==> config.mk <==
export PLATFORM = sky130hd
export DESIGN_NAME = gate_tick_gen_flat
export DESIGN_NICKNAME = d
export VERILOG_FILES = /design/src/rtl/gate_tick_gen_pkg.sv /design/src/rtl/gate_tick_gen_if.sv /design/src/rtl/gate_tick_gen.sv /design/src/flat_wrapper.sv
export SDC_FILE = /design/constraint.sdc
export NUM_CORES = 1
export LEC_CHECK = 0
export ABC_CLOCK_PERIOD_IN_PS = 6800
export CAP_MARGIN = 20
export CORE_ASPECT_RATIO = 1.75
export CORE_MARGIN = 2
export CORE_UTILIZATION = 60
export DETAILED_ROUTE_END_ITERATION = 16
export DONT_BUFFER_PORTS = 1
export PLACE_DENSITY = 0.76
export SLEW_MARGIN = 20
export SYNTH_ARGS = -nofsm -noshare
export SYNTH_HDL_FRONTEND = slang
export SYNTH_SLANG_ARGS = --single-unit
==> constraint.sdc <==
create_clock -name clk -period 6.8 [get_ports clk]
set_clock_uncertainty 0.05 [all_clocks]
set_input_delay 1.36 -clock clk [delete_from_list [all_inputs] [get_ports clk]]
set_output_delay 1.36 -clock clk [all_outputs]
set_load 0.02 [all_outputs]
==> src/rtl/gate_tick_gen_pkg.sv <==
// Shared types and default sizing for the frequency-counter gate/tick timer.
package gate_tick_pkg;

    typedef enum logic {
        IDLE = 1'b0,
        RUN  = 1'b1
    } state_e;

    localparam logic MODE_CONT    = 1'b0;
    localparam logic MODE_ONESHOT = 1'b1;

    localparam int unsigned DEF_CNT_W  = 16;
    localparam int unsigned DEF_TCNT_W = 8;
    localparam int unsigned DEF_TERM   = 999;

endpackage

==> src/rtl/gate_tick_gen_if.sv <==
// Control/status bundle between the gate/tick timer and its controller.
interface gate_tick_gen_if
    import gate_tick_pkg::*;
#(
    parameter int unsigned CNT_W  = DEF_CNT_W,
    parameter int unsigned TCNT_W = DEF_TCNT_W
);
    logic              en;
    logic              mode;
    logic              start;
    logic [CNT_W-1:0]  term_in;
    logic              term_vld;
    logic              cnt_clr;
    logic              tick;
    logic              gate;
    logic              busy;
    logic [CNT_W-1:0]  cur_cnt;
    logic [TCNT_W-1:0] tick_cnt;

    modport master (
        output en, mode, start, term_in, term_vld, cnt_clr,
        input  tick, gate, busy, cur_cnt, tick_cnt
    );

    modport slave (
        input  en, mode, start, term_in, term_vld, cnt_clr,
        output tick, gate, busy, cur_cnt, tick_cnt
    );
endinterface

==> src/rtl/gate_tick_gen.sv <==
// Programmable sample/gate timer: periodic tick (continuous) or single gate window (one-shot).
// New periods are staged in a shadow register and only take effect at a period boundary.
module gate_tick_gen
    import gate_tick_pkg::*;
#(
    parameter int unsigned CNT_W        = DEF_CNT_W,
    parameter int unsigned DEFAULT_TERM = DEF_TERM,
    parameter int unsigned TCNT_W       = DEF_TCNT_W
) (
    input  logic            clk,
    input  logic            rst_n,
    gate_tick_gen_if.slave  bus
);

    state_e             state_q, state_d;
    logic [CNT_W-1:0]   cnt_q, cnt_d;
    logic [CNT_W-1:0]   active_q, active_d;
    logic [CNT_W-1:0]   shadow_q, shadow_d;
    logic               mode_q, mode_d;
    logic               tick_q, tick_d;
    logic               gate_q, gate_d;
    logic [TCNT_W-1:0]  tcnt_q, tcnt_d;

    // State register
    always_ff @(posedge clk or negedge rst_n) begin
        if (!rst_n) begin
            state_q <= IDLE;
        end else begin
            state_q <= state_d;
        end
    end

    // Next-state and datapath update
    always_comb begin
        state_d  = state_q;
        cnt_d    = cnt_q;
        active_d = active_q;
        mode_d   = mode_q;
        tick_d   = 1'b0;
        tcnt_d   = tcnt_q;
        // A same-cycle term_vld is visible to a boundary load happening on this edge
        shadow_d = bus.term_vld ? bus.term_in : shadow_q;

        unique case (state_q)
            IDLE: begin
                if (bus.en && (bus.mode == MODE_CONT || bus.start)) begin
                    state_d  = RUN;
                    cnt_d    = '0;
                    mode_d   = bus.mode;
                    active_d = shadow_d;
                end
            end
            RUN: begin
                if (!bus.en) begin
                    state_d = IDLE;
                    cnt_d   = '0;
                end else if (cnt_q == active_q) begin
                    tick_d = 1'b1;
                    cnt_d  = '0;
                    tcnt_d = tcnt_q + TCNT_W'(1);
                    if (mode_q == MODE_ONESHOT) begin
                        state_d = IDLE;
                    end else begin
                        active_d = shadow_d;
                    end
                end else begin
                    cnt_d = cnt_q + CNT_W'(1);
                end
            end
            default: state_d = IDLE;
        endcase

        if (bus.cnt_clr) begin
            tcnt_d = '0;
        end
        gate_d = (state_d == RUN);
    end

    // Datapath and output registers
    always_ff @(posedge clk or negedge rst_n) begin
        if (!rst_n) begin
            cnt_q    <= '0;
            active_q <= CNT_W'(DEFAULT_TERM);
            shadow_q <= CNT_W'(DEFAULT_TERM);
            mode_q   <= MODE_CONT;
            tick_q   <= 1'b0;
            gate_q   <= 1'b0;
            tcnt_q   <= '0;
        end else begin
            cnt_q    <= cnt_d;
            active_q <= active_d;
            shadow_q <= shadow_d;
            mode_q   <= mode_d;
            tick_q   <= tick_d;
            gate_q   <= gate_d;
            tcnt_q   <= tcnt_d;
        end
    end

    assign bus.tick     = tick_q;
    assign bus.gate     = gate_q;
    assign bus.busy     = gate_q;
    assign bus.cur_cnt  = cnt_q;
    assign bus.tick_cnt = tcnt_q;

endmodule
==> src/flat_wrapper.sv <==
// flat-port wrapper written by rule: the top's interface ports become plain ports
module gate_tick_gen_flat import gate_tick_pkg::*;
#(
    parameter int unsigned CNT_W        = DEF_CNT_W,
    parameter int unsigned DEFAULT_TERM = DEF_TERM,
    parameter int unsigned TCNT_W       = DEF_TCNT_W
)
  (clk, rst_n, bus_en, bus_mode, bus_start, bus_term_in, bus_term_vld, bus_cnt_clr, bus_tick, bus_gate, bus_busy, bus_cur_cnt, bus_tick_cnt);
  gate_tick_gen_if #(.CNT_W(CNT_W), .TCNT_W(TCNT_W)) bus_i ();
  input  logic clk;
  input  logic rst_n;
  input wire logic [$bits(bus_i.en)-1:0] bus_en;
  input wire logic [$bits(bus_i.mode)-1:0] bus_mode;
  input wire logic [$bits(bus_i.start)-1:0] bus_start;
  input wire logic [$bits(bus_i.term_in)-1:0] bus_term_in;
  input wire logic [$bits(bus_i.term_vld)-1:0] bus_term_vld;
  input wire logic [$bits(bus_i.cnt_clr)-1:0] bus_cnt_clr;
  output wire logic [$bits(bus_i.tick)-1:0] bus_tick;
  output wire logic [$bits(bus_i.gate)-1:0] bus_gate;
  output wire logic [$bits(bus_i.busy)-1:0] bus_busy;
  output wire logic [$bits(bus_i.cur_cnt)-1:0] bus_cur_cnt;
  output wire logic [$bits(bus_i.tick_cnt)-1:0] bus_tick_cnt;
  assign bus_i.en = bus_en;
  assign bus_i.mode = bus_mode;
  assign bus_i.start = bus_start;
  assign bus_i.term_in = bus_term_in;
  assign bus_i.term_vld = bus_term_vld;
  assign bus_i.cnt_clr = bus_cnt_clr;
  assign bus_tick = bus_i.tick;
  assign bus_gate = bus_i.gate;
  assign bus_busy = bus_i.busy;
  assign bus_cur_cnt = bus_i.cur_cnt;
  assign bus_tick_cnt = bus_i.tick_cnt;
  gate_tick_gen #(.CNT_W(CNT_W), .DEFAULT_TERM(DEFAULT_TERM), .TCNT_W(TCNT_W)) u_core (.clk(clk), .rst_n(rst_n), .bus(bus_i));
endmodule
# ---- Yosys cells after proc, flatten, opt, wreduce, memory -nomap -nowiden
# Cells that the tools add are included.
dict set report classes {
  n_mux 22
  n_addsub 2
  bitwise_logic 2
  reduce_logical 8
  n_eq_ne 5
}
# op n
set op_table {}
lappend op_table {{16-bit 2-to-1 mux} 8}
lappend op_table {{16-bit case mux with 2 select lines} 2}
lappend op_table {{8-bit 2-to-1 mux} 4}
lappend op_table {{16-bit by 1-bit adder with 16-bit output, second input constant} 1}
lappend op_table {{16-bit == test} 1}
lappend op_table {{8-bit by 1-bit adder with 8-bit output, second input constant} 1}
lappend op_table {{1-bit 2-to-1 mux} 7}
lappend op_table {{2-bit != test, second input constant} 3}
lappend op_table {{2-bit nonzero test} 3}
lappend op_table {{4-bit AND reduction} 1}
lappend op_table {{3-bit AND reduction} 1}
lappend op_table {{2-bit by 1-bit != test with 1-bit output, second input constant} 1}
lappend op_table {{1-bit inverter} 2}
lappend op_table {{1-bit case mux with 2 select lines} 1}
lappend op_table {{2-bit AND reduction} 1}
lappend op_table {{1-bit logical AND} 1}
lappend op_table {{1-bit logical OR} 1}
dict set report totals {
  out_inout_bits 27
  regBits 59
  wordCells 46
  inputBits 23
}

# ---- Depth between registers and ports, before layout
dict set report logic_depth {
  depth_word 5
  depth_mapped 8
  mapped_depth_nobuf 5
}

# ---- Least setup slack after synthesis
# No wires, ideal clock.
dict set report synth_timing {
  kind {input -> register}
  startpoint {input bus_term_vld}
  endpoint {register u_core.active_q[3]}
  required_time_ns 6.625
  t_arrival_ns 2.585
  path_buffers 2
  cell_stages 4
  setup_ns 0.125
  setup_slack_ns 4.040
  path_cell_list {clkbuf_1 buf_1 mux2_2 mux2_2}
}
dict set report synth_via {
  elab_chain_cells 5
  elab_cells_between_ends 6
}
# element line_no
set synth_rtl {}
lappend synth_rtl {{from (decl)} flat_wrapper.sv:16} ;# input wire logic [$bits(bus_i.term_vld)-1:0] bus_term_vld;
lappend synth_rtl {{16-bit 2-to-1 mux *} gate_tick_gen.sv:42} ;# shadow_d = bus.term_vld ? bus.term_in : shadow_q;
lappend synth_rtl {{16-bit 2-to-1 mux} gate_tick_gen.sv:61} ;# if (mode_q == MODE_ONESHOT) begin
lappend synth_rtl {{16-bit 2-to-1 mux} gate_tick_gen.sv:57} ;# end else if (cnt_q == active_q) begin
lappend synth_rtl {{16-bit 2-to-1 mux} gate_tick_gen.sv:54} ;# if (!bus.en) begin
lappend synth_rtl {{16-bit case mux with 2 select lines *} gate_tick_gen.sv:44} ;# unique case (state_q)
lappend synth_rtl {{named net u_core.active_d[3]} gate_tick_gen.sv:17} ;# logic [CNT_W-1:0] active_q, active_d;
lappend synth_rtl {{to (signal assigned)} gate_tick_gen.sv:83} ;# active_q <= CNT_W'(DEFAULT_TERM);
lappend synth_rtl {{to (signal assigned)} gate_tick_gen.sv:91} ;# active_q <= active_d;
lappend synth_rtl {{to (decl)} gate_tick_gen.sv:17}
# Mark *: on every way through the listed nets, which the timed path passes. The rest lies on a longest branch. The select of a mux whose other input is x is not followed.
# A chain may end at the register's enable or synchronous reset.

# ---- Worst setup path in the final report
dict set report layout_timing {
  startpoint {register u_core.cnt_q[13] (netlist: u_core.bus.cur_cnt[13])}
  endpoint {register u_core.active_q[15]}
}
dict set report layout_via {
  elab_chain_cells 3
}
# element line_no
set layout_rtl {}
lappend layout_rtl {{from (decl)} gate_tick_gen.sv:16} ;# logic [CNT_W-1:0] cnt_q, cnt_d;
lappend layout_rtl {{from (signal assigned)} gate_tick_gen.sv:90} ;# cnt_q <= cnt_d;
lappend layout_rtl {{16-bit == test} gate_tick_gen.sv:57}
lappend layout_rtl {{2-bit != test (no source line)} --}
lappend layout_rtl {{4-bit AND reduction (no source line)} --}
# No other way between the ends.

==> flow_summary.yaml <==
status:
  status: "completed"
cells_and_area:
  diodes: 0
  fin_area_um2: 3132
  fillers: 354
  fin_cells: 299
  final_nets: 267
  syn2layout_area_growth_pct: 6.738
  layout-drive-gt1-share_pct: 29.96
cts:
  cts_setup_buffers: 0
  postCtsHoldBufs: 0
  cts_num_sinks: 59
  clkTransAtPathRegs_ps: 70
  cts_tree: "yes"
  htreeDepth: 3
  ctsResizeCount: 0
  clk_path_buf_depth: 2
  cts_made_buffers: 9
  clockRootBuffer: "clkbuf_8"
  insertion_delay_ps: 350
placement:
  place.gp.congestion: 0.8113
  portBuffers: 0
  dpl-instance-area_um2: 2909
  post-place-cells: 283
  dp_hpwl_mm: 4.087
global_route:
  grt.overflow.total: 0
  grt_pass1_wl_mm: 9.535
  antenna_found_initial: 0
  grtUsageTotal_pct: 23.09
  top_usage_layer: "met2"
  grt_pass1_vias: 1964
  met2_usage_pct: 39.24
  met1_usage_pct: 26.77
  use_met3_pct: 7.590
  grt_max_degree: 60
routing:
  drt_pass1_iterations: 4
  wl_per_cell_um: 19.55
  routed_wl_mm: 5.846
  drtAntennaViolNets: 0
  via_count: 1927
  drt_iter0_drc: 65
  vias_per_cell: 6.445
  post-route-drc-count: 0
timing:
  finalSetupViolCount: 0
  tightest_slew_ps: 986.2
  finalCritPeriodShare_pct: 53.23
  final_max_slew_viol_count: 0
  hold_viol: 0
  setup-tns-final_ps: 0
  max_freq_mhz: 276.3
  fin_crit_ps: 3620
  max_slew_margin_pct: 34.25
  rsz0062_at_grt: "false"
floorplan:
  die_h_um: 96.51
  ios: 50
  core_um2: 4707
  fp.dieW_um: 56.86
  dieArea_um2: 5487
  row_count: 33
  start_util_pct: 62.33
critical_path:
  endpoint: "u_core.active_q[15]$_DFFE_PN0P_"
  r2r-start: "u_core.bus.cur_cnt[13]$_DFFE_PN0P_"
  cp.required_ps: 6970
  crit_fanout: 31
  startpoint_type: "flop"
  path_class: "flop to flop"
  r2r_cells: 5
  cp.arrival_ps: 3790
  cp-end-kind: "flop"
  cp-startpoint: "u_core.bus.cur_cnt[13]$_DFFE_PN0P_"
  r2r_setup_slack_ps: 3180
  r2r-end: "u_core.active_q[15]$_DFFE_PN0P_"
logic_synthesis:
  ys.warnings.count: 0
  synth_edf_count: 0
  synth_ff_type: "dfrtp_1"
  netlist.area_leader.share_pct: 36.67
  synthesis.nets: 272
  synth_top_cell_by_area: "dfrtp_1"
  avgSynthCellArea_um2: 11.88
  async_flop_share_pct: 100.0
  yosysUniqueCellTypes: 39
  ys_seq_area_share_pct: 51.00
  yosysMostFrequentCell: "dfrtp_1"
  syn_inst: 247
  synth-seq-cells: 59
  ys_top_cells_by_count: "dfrtp_1 (43), mux2_2 (23), nand2_1 (19)"
  syn-cell-area_um2: 2934
  synthTopCellsByArea: "dfrtp_1 (37%), dfstp_2 (14%), mux2_2 (8.8%), mux2_4 (5.1%), xor2_1 (4.8%)"
min_path:
  min_path_type: "flop to flop"
  hold_start: "u_core.shadow_q[11]$_DFF_PN0_"
flow_run:
  maxCapViolations: 0
pwr:
  power_density_nw_per_um2: 279.6
  peakVddDrop_mv: 0.2084
  power_leakage_nw: 1.311
-- layout by cell type, fill, tap and decap left out --
| cell | synthesis | final |
|---|---|---|
| a21oi_1 | 9 | 9 |
| a22o_1 | 6 | 6 |
| a31o_2 | 5 | 5 |
| a31oi_1 | 1 | 1 |
| and2_1 | 3 | 3 |
| and3_1 | 3 | 3 |
| and4_1 | 3 | 3 |
| buf_4 | 1 | 1 |
| bufinv_16 | 0 | 2 |
| clkbuf_1 | 7 | 3 |
| clkbuf_8 | 0 | 11 |
| dfrtp_1 | 43 | 43 |
| dfstp_2 | 16 | 16 |
| ha_1 | 2 | 2 |
| inv_1 | 3 | 3 |
| mux2_2 | 23 | 23 |
| mux2_4 | 10 | 10 |
| mux2i_1 | 1 | 1 |
| nand2_1 | 19 | 19 |
| nand2b_1 | 3 | 3 |
| nand3_1 | 7 | 7 |
| nand4_1 | 16 | 16 |
| nand4_2 | 1 | 1 |
| nor2_1 | 7 | 7 |
| nor2b_1 | 2 | 2 |
| nor4_1 | 2 | 2 |
| nor4_2 | 2 | 2 |
| o21ai_0 | 2 | 2 |
| o221a_2 | 1 | 1 |
| o22ai_1 | 1 | 1 |
| o311ai_0 | 8 | 8 |
| o31ai_1 | 5 | 5 |
| o31ai_4 | 1 | 1 |
| or2_2 | 1 | 1 |
| or3_1 | 3 | 3 |
| or4_1 | 5 | 5 |
| xor2_1 | 16 | 16 |
-- flip-flops by register name, indices dropped and copies added, names as in the netlist --
name,flops
u_core.bus.cur_cnt,16
u_core.shadow_q,16
u_core.active_q,16
u_core.bus.tick,1
u_core.bus.tick_cnt,8
u_core.state_q,1
u_core.mode_q,1
-- cell type report --
type,instances,area [µm²],share of cell area (%)
sequential,59,1496,47.78
multi-input combinational,168,1329,42.43
clock buffer,14,162.7,5.194
tap,52,65.06,2.078
clock inverter,2,60.06,1.918
inverter,3,11.26,0.3596
timing repair buffer,1,7.507,0.2397
-- where the power goes --
part / total, W / switching (W) / internal (W)
Combinational: 0.0000890 / 0.0000355 / 0.0000535
Sequential: 0.000428 / 0.0000298 / 0.000398
Clock: 0.000359 / 0.000132 / 0.000227
-- metrics by stage --
stage	power (W)	utilization, %	worst slack [ps]	hold slack [ps]
2_1_floorplan	0.0005068	-	4040	418.1
3_3_place_gp	0.0005200	61.80	3239	434.2
3_5_place_dp	0.0005236	61.80	3184	435.8
4_1_cts	0.0008824	66.53	3138	450.5
5_1_grt	0.0009061	66.53	2978	475.2
6_report	0.0008758	66.53	3180	448.2
-- layer usage --
layer,wire length [µm],up-vias,part of all wire [%]
li1,-,903,-
met1,2272,948,39
met2,3085,64,53
met3,354,12,6.1
met4,133,0,2.3
met5,0,-,0
-- critical path: stages, from the launching register on --
cell and delay [ps]:
dfrtp_1 520, xor2_1 220, nor4_1 470, nand4_2 700, o31ai_4 1090, mux2_2 420
-- worst min-delay path by stage --
stage / slack (ps) / to / cells past startpoint
detailed placement: 440 / u_core.shadow_q[11]$_DFF_PN0_ / 1
global placement: 430 / u_core.shadow_q[12]$_DFF_PN0_ / 1
finish: 450 / u_core.shadow_q[11]$_DFF_PN0_ / 1
floorplan: 420 / u_core.shadow_q[3]$_DFF_PN0_ / 1
global route: 480 / u_core.shadow_q[11]$_DFF_PN0_ / 1
CTS: 450 / u_core.shadow_q[11]$_DFF_PN0_ / 1
-- cells by family (layout without fill, tap and decap cells) --
logic type	after synthesis	count (layout)	synth area share [%]
AO/OA/AOI/OAI	39	39	10.36
multiplexers	34	34	14.29
flip-flops	59	59	51.00
buffers and inverters	20	20	3.710
XOR/XNOR	16	16	4.776
adder cells (fa/ha/maj)	2	2	0.8527
AND/OR/NAND/NOR	77	77	15.01
(Power assumes the default switching activity.)
